--- src/rtl/jtoutrun_ram_arb.sv ---
// Shared work RAM arbiter for the OutRun main and sub 68000 buses.
// Two level-held requesters share one SDRAM slot. Arbitration is round-robin,
// with a forced one-cycle gap between accesses so the memory controller
// always sees a fresh rising edge on mem_cs. Every output is registered.
module jtoutrun_ram_arb #(
   parameter int AW = 14
) (
   input  logic          rst,
   input  logic          clk,
   // main CPU bus
   input  logic          main_cs,
   input  logic [AW:1]   main_addr,
   input  logic [15:0]   main_dout,
   input  logic [1:0]    main_dsn,
   input  logic          main_rnw,
   output logic [15:0]   main_din,
   output logic          main_ok,
   // sub CPU bus
   input  logic          sub_cs,
   input  logic [AW:1]   sub_addr,
   input  logic [15:0]   sub_dout,
   input  logic [1:0]    sub_dsn,
   input  logic          sub_rnw,
   output logic [15:0]   sub_din,
   output logic          sub_ok,
   // SDRAM slot
   output logic          mem_cs,
   output logic [AW:1]   mem_addr,
   output logic [15:0]   mem_din,
   output logic [1:0]    mem_we,
   output logic          mem_rnw,
   input  logic [15:0]   mem_dout,
   input  logic          mem_ok
);

   typedef enum logic [1:0] {
      IDLE   = 2'd0,
      ACCESS = 2'd1,
      GAP    = 2'd2
   } state_t;

   state_t        state, state_nx;
   logic          gnt,   gnt_nx;      // 0 = main, 1 = sub
   logic          last,  last_nx;     // port granted most recently
   logic          mem_cs_nx;
   logic [AW:1]   mem_addr_nx;
   logic [15:0]   mem_din_nx;
   logic [1:0]    mem_we_nx;
   logic          mem_rnw_nx;
   logic [15:0]   main_din_nx, sub_din_nx;
   logic          main_ok_nx,  sub_ok_nx;

   logic          pend_main, pend_sub, sel;
   logic          gnt_cs;

   // A requester only counts as pending until it has been acknowledged.
   // It has to drop cs for one cycle before it can ask again.
   assign pend_main = main_cs & ~main_ok;
   assign pend_sub  = sub_cs  & ~sub_ok;
   // Under contention the port that did not win last time is picked.
   assign sel       = (pend_main & pend_sub) ? ~last : pend_sub;
   assign gnt_cs    = gnt ? sub_cs : main_cs;

   // Next-state and next-output logic for the arbiter FSM
   always_comb begin
      // NOTE: every signal gets a default hold value first. Otherwise a path
      // through the case below that does not assign a signal would infer a latch.
      state_nx    = state;
      gnt_nx      = gnt;
      last_nx     = last;
      mem_cs_nx   = mem_cs;
      mem_addr_nx = mem_addr;
      mem_din_nx  = mem_din;
      mem_we_nx   = mem_we;
      mem_rnw_nx  = mem_rnw;
      main_din_nx = main_din;
      sub_din_nx  = sub_din;
      // ok drops on the first edge where the owner's cs is seen low
      main_ok_nx  = main_ok & main_cs;
      sub_ok_nx   = sub_ok  & sub_cs;

      case (state)
         IDLE: begin
            if (pend_main | pend_sub) begin
               gnt_nx      = sel;
               last_nx     = sel;
               mem_cs_nx   = 1'b1;
               mem_addr_nx = sel ? sub_addr : main_addr;
               mem_din_nx  = sel ? sub_dout : main_dout;
               mem_rnw_nx  = sel ? sub_rnw  : main_rnw;
               mem_we_nx   = sel ? (~sub_dsn  & {2{~sub_rnw}})
                                 : (~main_dsn & {2{~main_rnw}});
               state_nx    = ACCESS;
            end
         end
         ACCESS: begin
            // The SDRAM access always runs to completion. If the requester
            // has already given up, the result is simply dropped.
            if (mem_ok) begin
               mem_cs_nx = 1'b0;
               state_nx  = GAP;
               if (gnt_cs) begin
                  if (gnt) begin
                     sub_ok_nx = 1'b1;
                     if (mem_rnw) sub_din_nx = mem_dout;
                  end else begin
                     main_ok_nx = 1'b1;
                     if (mem_rnw) main_din_nx = mem_dout;
                  end
               end
            end
         end
         GAP: begin
            // mem_cs stays low for a cycle. A lingering mem_ok is ignored.
            state_nx = IDLE;
         end
         default: state_nx = IDLE;
      endcase
   end

   // State and output registers, cleared asynchronously by rst
   always_ff @(posedge clk or posedge rst) begin
      if (rst) begin
         state    <= IDLE;
         gnt      <= 1'b0;
         last     <= 1'b1;
         mem_cs   <= 1'b0;
         mem_addr <= '0;
         mem_din  <= '0;
         mem_we   <= '0;
         mem_rnw  <= 1'b1;
         main_din <= '0;
         sub_din  <= '0;
         main_ok  <= 1'b0;
         sub_ok   <= 1'b0;
      end else begin
         // NOTE: use non-blocking assignments here. All registers must update
         // together from the values the combinational block computed.
         state    <= state_nx;
         gnt      <= gnt_nx;
         last     <= last_nx;
         mem_cs   <= mem_cs_nx;
         mem_addr <= mem_addr_nx;
         mem_din  <= mem_din_nx;
         mem_we   <= mem_we_nx;
         mem_rnw  <= mem_rnw_nx;
         main_din <= main_din_nx;
         sub_din  <= sub_din_nx;
         main_ok  <= main_ok_nx;
         sub_ok   <= sub_ok_nx;
      end
   end

endmodule
--- config.mk ---
export PLATFORM = sky130hd
export DESIGN_NAME = jtoutrun_ram_arb
export DESIGN_NICKNAME = d
export VERILOG_FILES = /design/src/rtl/jtoutrun_ram_arb.sv
export SDC_FILE = /design/constraint.sdc
export NUM_CORES = 1
export LEC_CHECK = 0
export CAP_MARGIN = 20
export CORE_MARGIN = 8
export CORE_UTILIZATION = 43
export DETAILED_ROUTE_END_ITERATION = 10
export HOLD_SLACK_MARGIN = 0.08
export PLACE_DENSITY = 0.86
export SYNTH_ARGS = -nofsm -noshare
export SYNTH_HDL_FRONTEND = slang
export SYNTH_SLANG_ARGS = --single-unit
--- constraint.sdc ---
create_clock -name clk -period 7.91 [get_ports clk]
set_input_delay 2.373 -clock clk [delete_from_list [all_inputs] [get_ports clk]]
set_output_delay 2.373 -clock clk [all_outputs]
set_load 0.1 [all_outputs]
Yosys cells after proc, flatten, opt, wreduce, memory -nomap -nowiden
Index checks and enable logic that the tools add are counted.

Bitwise logic cells: 16. Equality and inequality tests: 3. Reductions and logical operators: 7. Mux-type cells: 20.

Operator list (count): 2-to-1 mux 16 bit (1); 2-to-1 mux 14 bit (1); 2-to-1 mux 1 bit (13); AND reduction 5 bit (2); 2-to-1 mux 2 bit (3); inverter 1 bit (6); bitwise AND 1 bit (5); bitwise AND 2 bit (2); inequality test 2 bit, second input constant (2); inverter 2 bit (2); case mux 2 bit (2 select lines) (1); AND reduction 2 bit (2); AND reduction 3 bit (1); equality test 2 x 1 -> 1 bit, second input constant (1); logical NOT 2 bit (1); case mux 1 bit (2 select lines) (1); nonzero test 2 bit (1); OR 1 bit (1).

Output and inout port bits: 68. Flip-flop bits (word level): 72. Logic and storage cells: 58.

Logic depth before layout (Yosys ltp)
Gate-level depths: netlist (run 1).

Depth in word-level cells: 5. Mapped depth: 6. Depth with buffers taken out: 4.

Worst setup path before layout (run 1)
No wires, ideal clock.

Path type: input-to-reg. Start point: input port mem_ok. End point: register main_din[0]. Stages: 4. Arrival time: 3.441 ns. Required time: 7.785 ns. Path buffers: 1. Slack: 4.343 ns. Library setup time: 0.125 ns. Cell sequence: nand2_1 -> nor4b_4 -> buf_6 -> mux2_2.

Word-level cells in the longest chain between the ends: 1.

Ends and longest elaborated chain: start, declared (RTL line 33) `input logic mem_ok`; AND reduction 5 bit (no line); end signal, assigned (RTL line 147) `main_din <= main_din_nx;`; end, declared (RTL line 16) `output logic [15:0] main_din,`.

Every way passes these cells. A chain may end at the register's enable or synchronous reset.

Final worst setup path (run 1)
Start point: register mem_rnw. End point: output port mem_rnw.

RTL lines: start, declared (RTL line 31) `output logic mem_rnw,`; start signal, assigned (RTL line 146) `mem_rnw <= mem_rnw_nx;`.

No word-level cell between the ends.

==> results of run 1 <==
-- metal layers --
metal,track usage,wire (um),vias to the layer above
li1,-,-,1239
met1,0.2081,3522,1186
met2,0.2858,4084,117
met3,0.07543,944,16
met4,0.07800,202,0
met5,0,0,-
-- flip-flops by register name, summed over array words and instances, names as in the netlist, 2 cells and up --
register,flops
mem_din,16
mem_we,2
sub_din,16
mem_addr,14
main_din,16
state,2
-- per-stage QoR --
stage | worst slack, ps | hold slack [ps] | cells | area [um^2]
after floorplan | 3715 | 559.6 | 275 | 3018
after global placement | 3409 | 477.6 | 510 | 4609
after detailed placement | 3394 | 476.8 | 511 | 4624
after CTS | 3457 | 493.2 | 527 | 4870
after global routing | 3435 | 517.7 | 528 | 4897
final | 3472 | 486.0 | 528 | 4897
-- final timing paths --
check,start,slack [ps],to
worst max-delay path,mem_rnw,3470,mem_rnw
worst max register to register,mem_rnw,5810,main_din[15]
worst min register to register,mem_cs,490,mem_cs
worst min-delay path,mem_cs,490,mem_cs
max in group asynchronous,rst,4710,mem_din[8]
min in group asynchronous,rst,2640,main_din[5]
-- synthesized netlist by cell type, drive strengths merged --
library cell	number	area share
nor2b	4	0.0083
nand3b	1	0.0025
o31ai	2	0.0050
o21a	2	0.0050
a21o	1	0.0025
buf	9	0.019
dfrtp	70	0.58
a31oi	32	0.066
nor3	3	0.0087
dfstp	2	0.017
and2	1	0.0021
clkbuf	8	0.010
inv	2	0.0025
mux2	34	0.13
o21bai	1	0.0025
nor4b	1	0.0079
nand2	66	0.082
o22a	2	0.0058
nand2b	1	0.0046
nor2	33	0.041
-- cells by family (layout without fill, tap and decap cells) --
group,Yosys count,count (layout)
DFF,72,72
muxes,34,34
AOI/OAI and AO/OA,40,40
and+or+nand+nor,110,110
buffers and inverters,19,176
-- area by class of cell --
| cell class | count | share of cell area |
|---|---|---|
| Clock inverter | 5 | 0.02121 |
| Clock buffer | 11 | 0.02887 |
| Sequential cell | 72 | 0.3684 |
| Inverter | 2 | 0.001533 |
| Tap cell | 96 | 0.02453 |
| Multi-Input combinational cell | 184 | 0.2289 |
| Timing Repair Buffer | 158 | 0.3265 |
-- cell usage in the layout, fill, tap and decap left out, types with 2 or more instances in the layout --
| master | instances |
|---|---|
| a31oi_1 | 32 |
| buf_4 | 2 |
| bufinv_16 | 3 |
| clkbuf_8 | 10 |
| clkdlybuf4s50_1 | 154 |
| dfrtp_1 | 70 |
| dfstp_2 | 2 |
| mux2_2 | 34 |
| nand2_1 | 66 |
| nor2_1 | 33 |
| nor2b_1 | 4 |
| nor3_1 | 2 |
| o22a_1 | 2 |
| o31ai_1 | 2 |
==> results.json, run 1 <==
{
  "crit_cells": 1,
  "fp.coreArea_mm2": 0.006794,
  "seq_area_mm2": 0.001804,
  "yosys.area_share.adder": 0,
  "hold_class": "flop to flop",
  "vias_per_cell": 4.845,
  "synth.net_count": 362,
  "h-tree-depth": 3,
  "syn2layout_area_growth_pct": 62.27,
  "r2r_cells": 3,
  "rsz0062_at_grt": "no",
  "start_util": 0.4442,
  "fin_crit_sh": 0.5610,
  "hold_depth": 1,
  "cp.required_ps": 5540,
  "yosys.area_share.simple": 0.1571,
  "ys_seq_area_frac": 0.5978,
  "drtPass1Iterations": 4,
  "post_cts_buffers": 0,
  "cp-start-kind": "flop",
  "num_vias": 2558,
  "clk_pin_slew_ps": 70,
  "crit_type": "flop to output pin",
  "synthMuxAreaShare": 0.1269,
  "slew_viol_final": 0,
  "io_pins": 155,
  "fmax_mhz": 225.3,
  "finalCriticalPeriod_ps": 4438,
  "drv_cap": 0,
  "clk_latency_ps": 340,
  "drt_iter0_drc": 76,
  "gr-usage-all-layers": 0.1800,
  "fillers": 508,
  "cts_tree": "built",
  "ant_nets": 0,
  "synth_xor_area_frac": 0,
  "fin_skew_ps": 8.566,
  "ys_seq_elements": 72,
  "clockBufferDepth": 2,
  "critical_path_peak_fanout": 3,
  "report.final.setup_viol": 0,
  "path_cells": "clkdlybuf4s50_1",
  "synth_warnings": 0,
  "die-area_mm2": 0.009955,
  "utilization": 0.7208,
  "slowest_stage": "clkdlybuf4s50_1",
  "place_hpwl_um": 6797,
  "grt_max_degree": 73,
  "cp_top_family": "buffers and inverters",
  "multi_input_area_mm2": 0.001121,
  "num_rows": 30,
  "insertedDiodeCount": 0,
  "ctsHoldBuffers": 0,
  "relSlewSlack": 0.3135,
  "status": "complete, no violations",
  "synth_compound_area_frac": 0.08706,
  "syn-instance-count": 275,
  "die_w_um": 99.78,
  "antenna_found_initial": 0,
  "grt_pass1_wl_um": 14040,
  "tns_ps": 0,
  "grt_pass1_vias": 2720,
  "drc_errors": 0,
  "wl_um": 8753,
  "tightest_slew_ps": 1027,
  "path_buf_inv": 1,
  "synth_top_family_by_area": "simple AND/OR/NAND/NOR gates",
  "synth_cell_types": 23,
  "routedWlPerCell_um": 16.58,
  "cts_root_buffer": "clkbuf_8",
  "port_buffers": 154,
  "syn_area_per_cell_um2": 10.97,
  "netlist_area_mm2": 0.003018,
  "cp.arrival_ps": 2060,
  "hold_violations": 0,
  "drive_gt1_frac": 0.1389,
  "cts_resized": 0,
  "cts_buffers": 9,
  "die_h_um": 99.78,
  "slowest_delay_ps": 1170,
  "grt_overflow": 0,
  "cp-end-kind": "output pin",
  "nets": 514,
  "clock_sinks": 72,
  "gp_congestion": 0.7880
}
Power of run 1 is not shown: default switching activity piles up to over one toggle a cycle in this logic, so the estimate is an artifact.
==> inputs of run 2 (changes only) <==
--- a/config.mk
+++ b/config.mk
@@ -7,10 +7,10 @@
 export LEC_CHECK = 0
 export CAP_MARGIN = 20
 export CORE_MARGIN = 8
-export CORE_UTILIZATION = 43
+export CORE_UTILIZATION = 36
 export DETAILED_ROUTE_END_ITERATION = 10
 export HOLD_SLACK_MARGIN = 0.08
-export PLACE_DENSITY = 0.86
+export PLACE_DENSITY = 0.77
 export SYNTH_ARGS = -nofsm -noshare
 export SYNTH_HDL_FRONTEND = slang
 export SYNTH_SLANG_ARGS = --single-unit
==> constraint.sdc (replaced) <==
create_clock -name clk -period 4.05 [get_ports clk]
set_input_delay 1.215 -clock clk [delete_from_list [all_inputs] [get_ports clk]]
set_output_delay 1.215 -clock clk [all_outputs]
set_load 0.1 [all_outputs]
==> run 2 against run 1 <==
  * Critical path depth did not move
  * Sequential cell count did not move
  * Global-route usage fell by 2.8 points
  * Sequential share of layout area rose by 0.085 points
  * Clock-buffer cell count fell by 1
  * First-iteration DRC count fell by 18%
  * Utilization fell by 12 points
  * Worst setup slack got worse by 2500 ps
  * Final area fell by 0.23%
  * Via count rose by 0.74%
  * Cell count rose by 2.1%
  * Die area rose by 16%
==> results.json, run 2 (same netlist as run 1, synthesis figures left out) <==
{
  "grt_max_degree": 44,
  "hold_path_end": "mem_cs",
  "start_util": 0.3691,
  "num_vias": 2577,
  "regToRegSetupSlack_ps": 2140,
  "hold_violations": 0,
  "min_from": "mem_cs",
  "nets": 516,
  "die_h_um": 107.6,
  "stdcell_area_mm2": 0.004886,
  "drc_errors": 0,
  "rsz0062_at_grt": "no",
  "critical_path_peak_fanout": 2,
  "cp-start-kind": "flop",
  "relSlewSlack": 0.3228,
  "slowest_delay_ps": 1170,
  "insertedDiodeCount": 0,
  "cp.arrival_ps": 1880,
  "cp_top_family": "buffers and inverters",
  "num_rows": 33,
  "cts_buffers": 9,
  "drive_gt1_frac": 0.1521,
  "post_cts_buffers": 0,
  "drv_cap": 0,
  "die_w_um": 107.6,
  "fin_skew_ps": 11.77,
  "final_common_cell": "clkdlybuf4s50_1",
  "mostFrequentLayoutCells": "clkdlybuf4s50_1, dfrtp_1, nand2_1",
  "antenna_found_initial": 0,
  "place_area_mm2": 0.004656,
  "cts_tree": "built",
  "die-area_mm2": 0.01157,
  "io_pins": 155,
  "grt_overflow": 0,
  "crit_type": "flop to output pin",
  "cp-end-kind": "output pin",
  "gp_congestion": 0.6966,
  "ant_nets": 0,
  "path_cells": "clkdlybuf4s50_1",
  "vias_per_cell": 4.781,
  "clk_pin_slew_ps": 90,
  "tightest_slew_ps": 1013,
  "syn2layout_area_growth_pct": 61.90,
  "gr-usage-all-layers": 0.1517,
  "fp.coreArea_mm2": 0.008175,
  "h-tree-depth": 3,
  "place_hpwl_um": 6678,
  "hold_depth": 1,
  "report.final.setup_viol": 0,
  "clockBufferDepth": 2,
  "ctsHoldBuffers": 0,
  "clk_latency_ps": 330,
  "path_buf_inv": 1,
  "reg_top3": "main_din (16), mem_din (16), sub_din (16)",
  "fin_crit_sh": 0.7636,
  "cts_resized": 0,
  "wl_um": 8721,
  "finalCriticalPeriod_ps": 3093,
  "dp_slack_ps": 895.7,
  "cts_root_buffer": "clkbuf_8",
  "r2r-start": "mem_rnw",
  "drt_iter0_drc": 62,
  "drtPass1Iterations": 4,
  "fmax_mhz": 323.3,
  "tns_ps": 0,
  "hold_class": "flop to flop",
  "r2r-end": "sub_din[13]",
  "grt_pass1_wl_um": 13940,
  "routedWlPerCell_um": 16.18,
  "status": "complete, no violations",
  "port_buffers": 154,
  "fillers": 704,
  "cp.required_ps": 2830,
  "grt_pass1_vias": 2788,
  "slew_viol_final": 0,
  "fin_ws_ps": 957.3,
  "clock_sinks": 72,
  "r2r_cells": 3,
  "slowest_stage": "clkdlybuf4s50_1"
}
-- run 2: metal layers --
layer,GRT usage,vias to the layer above,part of all wire
met5,0,-,0
met4,0.05154,0,0.0084
met3,0.06647,9,0.10
met2,0.2544,99,0.48
met1,0.1676,1224,0.41
li1,-,1245,-
-- run 2: per-stage QoR --
step           std cells    util  hold slack, ps
6_report             539  0.5976           488.3
3_3_place_gp         523  0.5695           466.7
2_1_floorplan        275       -           559.6
4_1_cts              539  0.5976           487.3
3_5_place_dp         523  0.5695           468.9
5_1_grt              539  0.5976           519.6
-- run 2: layout make-up --
type / instances / area (um^2) / area share
Inverter: 2 / 7.507 / 0.001536
Clock inverter: 6 / 92.59 / 0.01895
Clock buffer: 10 / 137.6 / 0.02817
Tap cell: 105 / 131.4 / 0.02689
Timing Repair Buffer: 160 / 1592 / 0.3257
Multi-Input combinational cell: 184 / 1121 / 0.2295
Sequential cell: 72 / 1804 / 0.3693
-- run 2: worst max-delay path by stage --
stage	cells past startpoint	end	start
floorplan	1	gnt	rst
global placement	4	sub_din[8]	mem_ok
detailed placement	4	sub_din[13]	mem_ok
CTS	1	main_ok	main_ok
global route	1	main_ok	main_ok
finish	1	sub_din[3]	sub_din[3]
Power of run 2 is left out for the same reason.
==> inputs of run 3 (changes only) <==
--- a/config.mk
+++ b/config.mk
@@ -7,10 +7,10 @@
 export LEC_CHECK = 0
 export CAP_MARGIN = 20
 export CORE_MARGIN = 8
-export CORE_UTILIZATION = 36
+export CORE_UTILIZATION = 40
 export DETAILED_ROUTE_END_ITERATION = 10
 export HOLD_SLACK_MARGIN = 0.08
-export PLACE_DENSITY = 0.77
+export PLACE_DENSITY = 0.81
 export SYNTH_ARGS = -nofsm -noshare
 export SYNTH_HDL_FRONTEND = slang
 export SYNTH_SLANG_ARGS = --single-unit
==> constraint.sdc (replaced) <==
create_clock -name clk -period 3.1 [get_ports clk]
set_input_delay 0.93 -clock clk [delete_from_list [all_inputs] [get_ports clk]]
set_output_delay 0.93 -clock clk [all_outputs]
set_load 0.1 [all_outputs]
==> run 3 against run 2 <==
  * First-iteration DRC count fell by 3.2%
  * Sequential share of layout area rose by 1.2 points
  * Die area fell by 8.5%
  * Critical endpoint is now mem_addr[1]
  * Critical path depth rose by 5
  * Final area fell by 3.1%
  * Worst setup slack got worse by 230 ps
  * Non-clock buffer count rose by 2
  * Routed wire length fell by 1.8%
  * Sequential cell count did not move
  * Global-route usage rose by 1.3 points
  * Clock skew fell by 4.2 ps
  * Cell count fell by 0.93%
==> results.json, run 3 (same netlist as run 1, synthesis figures left out) <==
{
  "tightest_slew_ps": 608.0,
  "clk_latency_ps": 330,
  "start_util": 0.4139,
  "vias_per_cell": 4.833,
  "antenna_found_initial": 0,
  "die_w_um": 102.9,
  "cp.arrival_ps": 2620,
  "finalCriticalPeriod_ps": 2372,
  "gp_congestion": 0.7708,
  "cp_top_family": "buffers and inverters",
  "cp.required_ps": 3350,
  "routedWlPerCell_um": 16.04,
  "fin_skew_ps": 7.555,
  "ctsHoldBuffers": 0,
  "drt_iter0_drc": 60,
  "fin_ws_ps": 728.2,
  "drc_errors": 0,
  "tns_ps": 0,
  "fillers": 583,
  "cp_common_cell": "nand2_1",
  "clock_sinks": 72,
  "ant_nets": 0,
  "cp-start-kind": "input pin",
  "drtPass1Iterations": 4,
  "fin_crit_sh": 0.7651,
  "final_common_cell": "clkdlybuf4s50_1",
  "insertedDiodeCount": 0,
  "hold_violations": 0,
  "wl_um": 8566,
  "grt_max_degree": 73,
  "cp-end-kind": "flop",
  "cts_resized": 0,
  "h-tree-depth": 3,
  "die_h_um": 102.9,
  "utilization": 0.6491,
  "cts_buffers": 9,
  "status": "complete, no violations",
  "relSlewSlack": 0.5937,
  "clockBufferDepth": 2,
  "place_inst": 519,
  "path_buf_inv": 2,
  "die-area_mm2": 0.01058,
  "drive_gt1_frac": 0.3011,
  "drv_cap": 0,
  "syn2layout_area_growth_pct": 56.84,
  "cts_root_buffer": "clkbuf_8",
  "fp.coreArea_mm2": 0.007292,
  "critical_path_peak_fanout": 17,
  "nets": 518,
  "grt_overflow": 0,
  "rsz0062_at_grt": "no",
  "path_cells": "clkdlybuf4s50_1 -> nand3b_1 -> nand2_1 -> buf_4 -> nand2_1 -> a31oi_1",
  "post_cts_buffers": 0,
  "multi_input_area_mm2": 0.001121,
  "num_rows": 31,
  "layout.cells.non_filler": 534,
  "fmax_mhz": 421.6,
  "gr-usage-all-layers": 0.1650,
  "hold_class": "flop to flop",
  "num_vias": 2581,
  "dp_slack_ps": 347.6,
  "cts_tree": "built",
  "port_buffers": 154,
  "slowest_stage": "clkdlybuf4s50_1",
  "grt_pass1_wl_um": 13460,
  "mostFrequentLayoutCells": "clkdlybuf4s50_1, buf_4, dfrtp_1",
  "crit_type": "input pin to flop",
  "grt_pass1_vias": 2623,
  "report.final.setup_viol": 0,
  "seq_area_mm2": 0.001804,
  "place_hpwl_um": 6706,
  "slew_viol_final": 0,
  "slowest_delay_ps": 530,
  "io_pins": 155,
  "clk_pin_slew_ps": 70,
  "reg_top3": "main_din (16), mem_din (16), sub_din (16)"
}
[run 3: metal layers]
metal | global-route usage | part of all wire | vias to the layer above
met5 | 0 | 0 | -
met1 | 0.1993 | 0.42 | 1208
met4 | 0.06340 | 0.011 | 0
met3 | 0.05874 | 0.11 | 9
li1 | - | - | 1247
met2 | 0.2642 | 0.46 | 117
[run 3: layout make-up]
class / instances / share of cell area
sequential: 72 / 0.3812
multi-input combinational: 184 / 0.2369
clock buffer: 12 / 0.03278
inverter: 2 / 0.001586
clock inverter: 3 / 0.01375
timing repair buffer: 162 / 0.3077
tap: 99 / 0.02617
[run 3: worst paths after layout]
| path | from | slack [ps] | cells past startpoint | to |
|---|---|---|---|---|
| max in group asynchronous | rst | 1740 | 3 | last |
| hold reg to reg | mem_cs | 480 | 1 | mem_cs |
| setup / recovery | main_cs | 730 | 6 | mem_addr[1] |
| min in group asynchronous | rst | 1000 | 3 | main_din[6] |
| hold / removal | mem_cs | 480 | 1 | mem_cs |
| setup reg to reg | last | 1370 | 5 | mem_addr[1] |
[run 3: stage by stage]
stage          area (um^2)  hold slack [ps]
6_report              4733            483.2
3_3_place_gp          4513            466.5
5_1_grt               4733            516.6
3_5_place_dp          4513            472.9
2_1_floorplan         3018            559.6
4_1_cts               4733            489.9
Power of run 3 is left out for the same reason.
